### src/rtl/prog_seq.sv
// Program sequencer: IDLE/RUN/DONE FSM driving a program counter with absolute (table) and relative jumps.
// Optional executed-cycle counter enabled by macro PROG_SEQ_CYCLE_CNT_EN; otherwise cyc_cnt is tied to 0.
module prog_seq #(
   parameter int D         = 12,
   parameter int LUT_N     = 4,
   parameter int DONE_ADDR = 128
) (
   input  logic                     clk,
   input  logic                     reset,
   input  logic                     req,
   input  logic                     stall,
   input  logic                     absjump_en,
   input  logic                     reljump_en,
   input  logic [$clog2(LUT_N)-1:0] lut_sel,
   input  logic [D-1:0]             rel_off,
   input  logic                     lut_wr_en,
   input  logic [$clog2(LUT_N)-1:0] lut_wr_addr,
   input  logic [D-1:0]             lut_wr_data,
   output logic [D-1:0]             prog_ctr,
   output logic                     busy,
   output logic                     done,
   output logic [15:0]              cyc_cnt
);

   // A terminal address outside the PC range can never match; avoid a truncated compare.
   localparam bit             DONE_REACHABLE = (DONE_ADDR >= 0) &&
                                               (longint'(DONE_ADDR) < (longint'(1) << D));
   localparam logic [D-1:0]   DONE_PC        = D'(DONE_ADDR);

   typedef enum logic [1:0] {S_IDLE, S_RUN, S_DONE} state_t;

   state_t         state, state_nxt;
   logic [D-1:0]   pc_nxt;
   logic [D-1:0]   lut [LUT_N];
   logic           at_done;

   assign at_done = DONE_REACHABLE && (prog_ctr == DONE_PC);

   always_comb begin
      state_nxt = state;
      pc_nxt    = prog_ctr;
      case (state)
         S_IDLE: begin
            pc_nxt = '0;
            if (req) state_nxt = S_RUN;
         end
         S_RUN: begin
            if (at_done) begin
               state_nxt = S_DONE;
            end else if (!stall) begin
               if (absjump_en)      pc_nxt = lut[lut_sel];
               else if (reljump_en) pc_nxt = prog_ctr + rel_off;
               else                 pc_nxt = prog_ctr + D'(1);
            end
         end
         S_DONE: begin
            if (!req) begin
               state_nxt = S_IDLE;
               pc_nxt    = '0;
            end
         end
         default: begin
            state_nxt = S_IDLE;
            pc_nxt    = '0;
         end
      endcase
   end

   always_ff @(posedge clk or negedge reset) begin
      if (!reset) begin
         state    <= S_IDLE;
         prog_ctr <= '0;
      end else begin
         state    <= state_nxt;
         prog_ctr <= pc_nxt;
      end
   end

   // Reads above see the pre-edge entry, so a same-cycle write to the selected index loads the old value.
   always_ff @(posedge clk or negedge reset) begin
      if (!reset) begin
         for (int i = 0; i < LUT_N; i++) lut[i] <= '0;
      end else if (lut_wr_en) begin
         lut[lut_wr_addr] <= lut_wr_data;
      end
   end

   assign busy = (state == S_RUN);
   assign done = (state == S_DONE);

`ifdef PROG_SEQ_CYCLE_CNT_EN
   logic [15:0] cnt;

   always_ff @(posedge clk or negedge reset) begin
      if (!reset) begin
         cnt <= '0;
      end else if (state == S_IDLE && req) begin
         cnt <= '0;
      end else if (state == S_RUN && (at_done || !stall) && cnt != 16'hFFFF) begin
         cnt <= cnt + 16'd1;
      end
   end

   assign cyc_cnt = cnt;
`else
   assign cyc_cnt = '0;
`endif

endmodule

### config.mk
export PLATFORM = sky130hd
export DESIGN_NAME = prog_seq
export DESIGN_NICKNAME = d
export VERILOG_FILES = /design/src/rtl/prog_seq.sv
export SDC_FILE = /design/constraint.sdc
export NUM_CORES = 1
export LEC_CHECK = 0
export ABC_AREA = 1
export CORE_ASPECT_RATIO = 0.7
export CORE_MARGIN = 4
export CORE_UTILIZATION = 30
export CTS_CLUSTER_SIZE = 24
export DETAILED_ROUTE_END_ITERATION = 6
export PLACE_DENSITY = 0.49
export SLEW_MARGIN = 25
export SYNTH_ARGS = -nofsm -noshare
export SYNTH_HDL_FRONTEND = slang
export SYNTH_SLANG_ARGS = --single-unit
### constraint.sdc
create_clock -name clk -period 2.95 [get_ports clk]
set_input_delay 0.4425 -clock clk [delete_from_list [all_inputs] [get_ports clk]]
set_output_delay 0.4425 -clock clk [all_outputs]
set_load 0.03 [all_outputs]
After elaboration in Yosys (flattened, before gate mapping) --
Index checks and enable logic that the tools add are counted.
Cells by class: add/sub/neg operators 2, magnitude comparators 3, equal/unequal tests 8, muxes and demuxes 16, bitwise gates (word level) 2, reduce and logical (&&, ||, !) cells 4
Operators by type and width (count):
- $mux 12 | 8
- $bwmux 48 | 1
- $bmux 12 s2 | 1
- $demux 12 s2 | 1
- $pmux 12 s2 | 1
- $add 12x1->12 const B | 1
- $add 12x12->12 | 1
- $eq 12x8->1 const B | 1
- $ne 2x2->1 const B | 4
- $ge 3x3->1 const B | 2
- $mux 2 | 3
- $not 2->3 | 2
- $pmux 2 s3 | 1
- $reduce_and 3->1 | 2
- $lt 3x1->1 const B | 1
- $eq 2x1->1 const B | 1
- $eq 2x2->1 const B | 1
- $logic_not 2->1 | 1
- $ne 2x1->1 const B | 1
- $logic_and 1x1->1 | 1
Storage, ports and cells: bits in registers 62, input bits 35, output and inout port bits 30, logic and storage cells 41

Longest topological paths before layout --
depth after elaboration 8, gate-level depth with buffers 14, gate-level depth less buffers 13

Least setup slack after synthesis --
Ideal clock, no wire load.
kind input-to-reg, from input reljump_en, to register prog_ctr[6], arrival time 1956 ps, required time 2833 ps, path slack 877 ps, stages 12, buffers on the path 1, cells stage by stage clkbuf_1 nand2_1 ha_1 fa_1 nand2_1 nand3_1 nand3_1 a21oi_1 nor2_1 nand2_1 nand2_1 nand2_1
On the way: cells in the longest elaborated chain, start to end 5
Ends and longest elaborated chain:
- start: declaration | RTL line 13 | input logic reljump_en,
- $mux 12 | RTL line 52 | else if (reljump_en) pc_nxt = prog_ctr + rel_off;
- $mux 12 | RTL line 51 | if (absjump_en) pc_nxt = lut[lut_sel];
- $mux 12 | RTL line 50 | end else if (!stall) begin
- $mux 12 | RTL line 48 | if (at_done) begin
- $pmux 12 s2 | RTL line 42 | case (state)
- end signal: assignment | RTL line 75 | prog_ctr <= pc_nxt;
- end: declaration | RTL line 19 | output logic [D-1:0] prog_ctr,
No other way between the ends. The select of a mux whose other input is x is not followed. A chain may end at the register's enable or synchronous reset.

Final worst setup path --
from input reljump_en, to register prog_ctr[8]
The elaborated chain is that of the path after synthesis.

==> run_results.csv <==
group,metric,value,unit
clock_tree,cts.sinks,62,
pwr,vdd_drop_max,358.2,µV
route,vias,3362,
synth,yosysWarnings,0,
synth,synth_mux_area_share,0.5375,%
worst_setup_path,cpMostUsedCell,"nand2_1",
placed_design,port_buffers,48,
pwr,clockPowerShare,30.6,%
worst_setup_path,slowest_delay,0.67,ns
layout,syn_to_final_growth,23.55,%
die,die_height,101.2,µm
flow_run,cap_violations,0,
worst_setup_path,crit_family,"simple AND/OR/NAND/NOR gates",
synth,avgSynthCellArea,7.289,µm²
synth,synth-async-reset-ratio,100.0,%
grt,grt_usage,14.85,%
die,start_util,31.22,%
synth,synth-edff-count,0,
status,status,"complete, no violations",
placed_design,place_inst,705,
worst_setup_path,crit_arrival,2.64,ns
worst_hold_path,hold_path.class,"in -> async",
synth,synthSimpleGateAreaFrac,27.34,%
route,routed_via_density,4.663,
layout,fin_nets,606,
sta,setup_tns,0,ns
synth,synth-adder-area-share,4.232,%
clock_tree,cts-resized-gates,0,
grt,antenna_found_initial,0,
route,wl,10270,µm
grt,grt_pass1_vias,3249,
pwr,power_leakage,2.346,nW
layout,n_antenna_cell,0,
synth,ys_seq_area_share,41.65,%
worst_setup_path,endpoint_kind,"flop",
grt,grt_pass1_wl,16820,µm
worst_setup_path,worstPathBufferInverterCount,1,
route,antenna_left,0,
die,ios,65,
route,drc_errors,0,
sta,rsz0062_at_grt,"false",
die,fp.dieArea,0.01429,mm²
pwr,internal-power,0.002306,W
synth,mappedNetlistArea,0.003725,mm²
route,drt_first_pass_iters,5,
synth,synth-compound-area-share,13.84,%
layout,final_common_cell,"nand2_1",
worst_setup_path,cp.required,3.16,ns
worst_setup_path,crit_path_cell_trace,"clkdlybuf4s50_1, nand2_1, ha_1, fa_1, nand2_1, nand3_1, nand3_1, nand2_1, nand2_1, nand3_1, nand2_1, nand2_1",
sta,fin_crit,2.424,ns
grt,grt_overflow,0,
pwr,p_per_area,798.7,mW/mm²
clock_tree,clock_tree.buffer_depth,2,
pwr,pwr-share-comb,36.5,%
synth,synth.area.top_cells,"dfrtp_1 42%, nand2_1 15%, o21ai_0 8.5%",
placed_design,place_congestion,0.8642,
pwr,pwr-share-seq,32.9,%
route,drt_iter0_drc,179,
worst_setup_path,path_class,"in -> reg",
pwr,p_sw_share,37.25,%
clock_tree,cts-htree-levels,3,
clock_tree,worstSkewPairLatency,0.33,ns
layout,final_util,38.57,%
synth,synth_ff_type,"dfrtp_1",
sta,post-route-period-util,82.17,%
die,rows,33,
synth,yosysTopAreaCell,"dfrtp_1",
synth,synth_top_family_by_area,"simple AND/OR/NAND/NOR gates",
synth,synth_top_area_share,41.65,%
synth,synthCells,511,
sta,setup_violations,0,
die,core_area,0.01193,mm²
synth,synth_xor_area_share,0.2351,%
sta,hold_viol_final,0,
synth,synth_seq_cells,62,
route,post_drt_wl_per_cell,14.25,µm
clock_tree,clk_pin_slew_worst_paths,0.05,ns
synth,yosysUniqueCellTypes,34,
clock_tree,ctsHoldBuffers,0,
sta,fmax,412.5,MHz
clock_tree,cts_setup_buffers,0,
clock_tree,cts-root-buf,"clkbuf_16",
worst_setup_path,cp_max_fo,7,
sta,maxSlewHeadroom,47.02,%
sta,drv_slew,0,
sta,skew,0.007020,ns
sta,worst_pin_slew,0.7927,ns
placed_design,hpwl,7477,µm
layout,mostFrequentLayoutCells,"146 x nand2_1, 63 x o21ai_0, 62 x dfrtp_1",
layout,drive_gt1_share,6.915,%
worst_setup_path,critPathSlowestCell,"clkdlybuf4s50_1",
clock_tree,cts_buffers,9,
worst_setup_path,cp-start-kind,"input pin",
grt,grt_max_degree,27,
layout,final_cells,721,
clock_tree,cts_tree,"yes",
pwr,power.net_switching,0.001369,W
die,die_x,141.2,µm
## stage by stage
step | worst slack, ns | power, W | hold WS, ns | cell area [µm²]
finish | 0.5260 | 0.003675 | 0.1238 | 4602
detailed placement | 0.2145 | 0.002562 | 0.4705 | 4285
global route | 0.3778 | 0.003933 | 0.1690 | 4602
CTS | 0.5402 | 0.003713 | 0.1496 | 4602
global placement | 0.2204 | 0.002548 | 0.4613 | 4285
floorplan | 0.8772 | 0.002104 | 0.1469 | 3781
## sequential cells by signal, indices dropped and copies added, names as in the netlist
register	flops
prog_ctr	12
lut	48
state	2
## synthesized netlist by cell type (2+ instances only)
cell type	number
nand2_1	146
o21ai_0	63
dfrtp_1	62
inv_1	55
nor2_1	52
nand3_1	31
buf_4	19
a21oi_1	11
ha_1	11
o21ai_1	9
clkbuf_1	7
buf_2	5
o211ai_1	5
inv_2	4
nand4_1	4
buf_6	3
o21ai_2	3
mux2i_1	2
nand3_2	2
nor3_2	2
o21a_1	2
## cell families after synthesis
| family | count (synthesis) |
|---|---|
| compound gates | 96 |
| xor+xnor | 1 |
| fa+ha+maj | 12 |
| buf+inv | 93 |
| flops | 62 |
| mux | 2 |
| other cells | 1 |
| simple gates | 244 |
## per-layer routing
layer | global-route usage, % | up-vias | wire, µm
met1 | 21.86 | 1560 | 5271
met5 | 0 | - | 0
met2 | 22.25 | 91 | 4377
met4 | 2.532 | 0 | 66
li1 | - | 1705 | -
met3 | 3.917 | 6 | 557
## area by class of cell
type / count / area (µm²)
clock buffers: 12 / 246.5
clock inverters: 4 / 70.07
fillers: 1277 / 7331
inverters: 59 / 221.5
multi-input cells: 371 / 1780
flip-flops and latches: 62 / 1551
well taps: 157 / 196.4
repair buffers: 56 / 535.5
## power by group through the flow
stage | clock, W | combinational [W] | sequential (W)
2_1_floorplan | 0 | 0.000768 | 0.00134
3_3_place_gp | 0 | 0.00133 | 0.00122
3_5_place_dp | 0 | 0.00134 | 0.00122
4_1_cts | 0.00115 | 0.00135 | 0.00121
5_1_grt | 0.00119 | 0.00150 | 0.00124
6_report | 0.00113 | 0.00134 | 0.00121
## worst paths after layout
| check | cells past startpoint | slack, ns | to | start |
|---|---|---|---|---|
| setup / recovery | 12 | 0.53 | prog_ctr[8] | reljump_en |
| max in group asynchronous | 2 | 2.10 | lut[7] | reset |
| setup reg to reg | 10 | 0.99 | prog_ctr[8] | prog_ctr[0] |
| hold / removal | 1 | 0.12 | lut[15] | reset |
| min in group clk | 2 | 0.48 | lut[31] | lut[31] |
| hold reg to reg | 2 | 0.48 | lut[31] | lut[31] |
(Power assumes the default switching activity.)
==> RTL change, RTL diff (config.mk and constraints unchanged) <==
Add a define of `PROG_SEQ_CYCLE_CNT_EN`.
--- a/src/rtl/prog_seq.sv
+++ b/src/rtl/prog_seq.sv
@@ -2,2 +2,4 @@
 // Optional executed-cycle counter enabled by macro PROG_SEQ_CYCLE_CNT_EN; otherwise cyc_cnt is tied to 0.
+`define PROG_SEQ_CYCLE_CNT_EN
+
 module prog_seq #(
Behaviour: not the same (Yosys sat finds a counterexample within 4 cycles, from zero or initial values and one cycle with reset low).
==> RTL change against the original RTL <==
- non-clock buffer count up 18
- final cell count up 26%
- worst setup slack better by 0.15 ns
- final area up 25%
- combinational power up 17%
- via count up 28%
- synthesized area up 24%
- sequential cell count up 16
- clock power down 9.7%
- wire length up 27%
- power up 11%
- core utilization down 0.090 points
==> RTL change: results (changes against the original RTL) <==
[cells_and_area]
multi_input_area_share = 0.403  ; +0.0160
buffer_area_frac = 0.125  ; +0.00863
comb.multi_input.count = 483  ; +30%
layout.nets = 757  ; +25%
regArea_um2 = 1950  ; +26%
n_all_inverters = 63  ; +6.8%
fillers = 1547  ; +21%
layoutNonFillerInstCount = 909  ; +26%
drive_gt1_frac = 0.0602  ; -0.00892

[pwr]
swShare = 0.400  ; +0.0278
vdd_ir_drop_max_mv = 0.330  ; -7.9%
leakagePower_nw = 2.84  ; +21%

[global_routing]
grt_pass1_vias = 4162  ; +28%
grt_max_degree = 79  ; +190%
grt_pass1_wl_um = 21400  ; +27%
gr-usage-met1 = 0.223  ; +0.00470
grtUsageMet2 = 0.233  ; +0.0101
use_met3 = 0.0299  ; -0.00925

[critical_path]
worstPathArrival_ns = 2.49  ; -0.15 ns
reg2reg_slack_ns = 0.88  ; -0.11 ns
slowest_delay_ns = 0.48  ; -0.19 ns

[sta]
finClkSkew_ns = 0.00849  ; +0.00147 ns
clock.fmax_mhz = 439  ; +6.5%

[route]
drtIter0Drc = 197  ; +10%
vias = 4315  ; +28%

[yosys]
synth_common_cells = 201 x nand2_1, 78 x dfrtp_1, 76 x nor2_1, 75 x o21ai_0, 60 x inv_1
synth_compound_area_frac = 0.111  ; -0.0277
synthAdderAreaFrac = 0.0368  ; -0.00553
synthTopCellsByArea = dfrtp_1 42%, nand2_1 16%, o21ai_0 8.1%
synth_xor_area_frac = 0.0246  ; +0.0223
synth-seq-area-share = 0.422  ; +0.00555
avgSynthCellArea_um2 = 7.14  ; -2.1%
ys_types = 35  ; +2.9%

[place]
dp.cells = 893  ; +27%
place.port_buffers = 64  ; +33%
placed_cell_area_um2 = 5460  ; +27%
dp_hpwl_um = 9310  ; +25%
routabilityCongestion = 0.857  ; -0.84%

[clock_network]
post-cts-setup-buffer-count = 0  ; unchanged
clock-sinks = 78  ; +26%

[outcome]
outcome = completed

## RTL change: power groups by stage
stage               logic (mW)  clock network [mW]  registers, mW
global placement          1.56                   0           1.52
detailed placement        1.58                   0           1.52
floorplan                0.846                   0           1.67
finish                    1.57                1.02           1.50
CTS                       1.59                1.06           1.51
global route              1.76                1.10           1.54
## RTL change: worst max-delay path: cells and delay by family
| kind | cells | cell delay (ns) |
|---|---|---|
| fa+ha+maj | 2 | 0.68 |
| buf+inv | 1 | 0.48 |
| simple gates | 9 | 0.90 |
## RTL change: per-stage QoR
stage	setup WS (ns)	util	hold WS (ns)
after floorplan	0.871	-	0.147
after global placement	0.392	0.366	0.463
after detailed placement	0.315	0.366	0.473
after CTS	0.661	0.385	0.344
after global routing	0.508	0.385	0.227
final	0.673	0.385	0.142
## RTL change: metal layers
metal	vias to the layer above	share of wire
met2	96	0.44
met3	8	0.042
met1	2017	0.51
li1	2194	-
met5	-	0
met4	0	0.0074
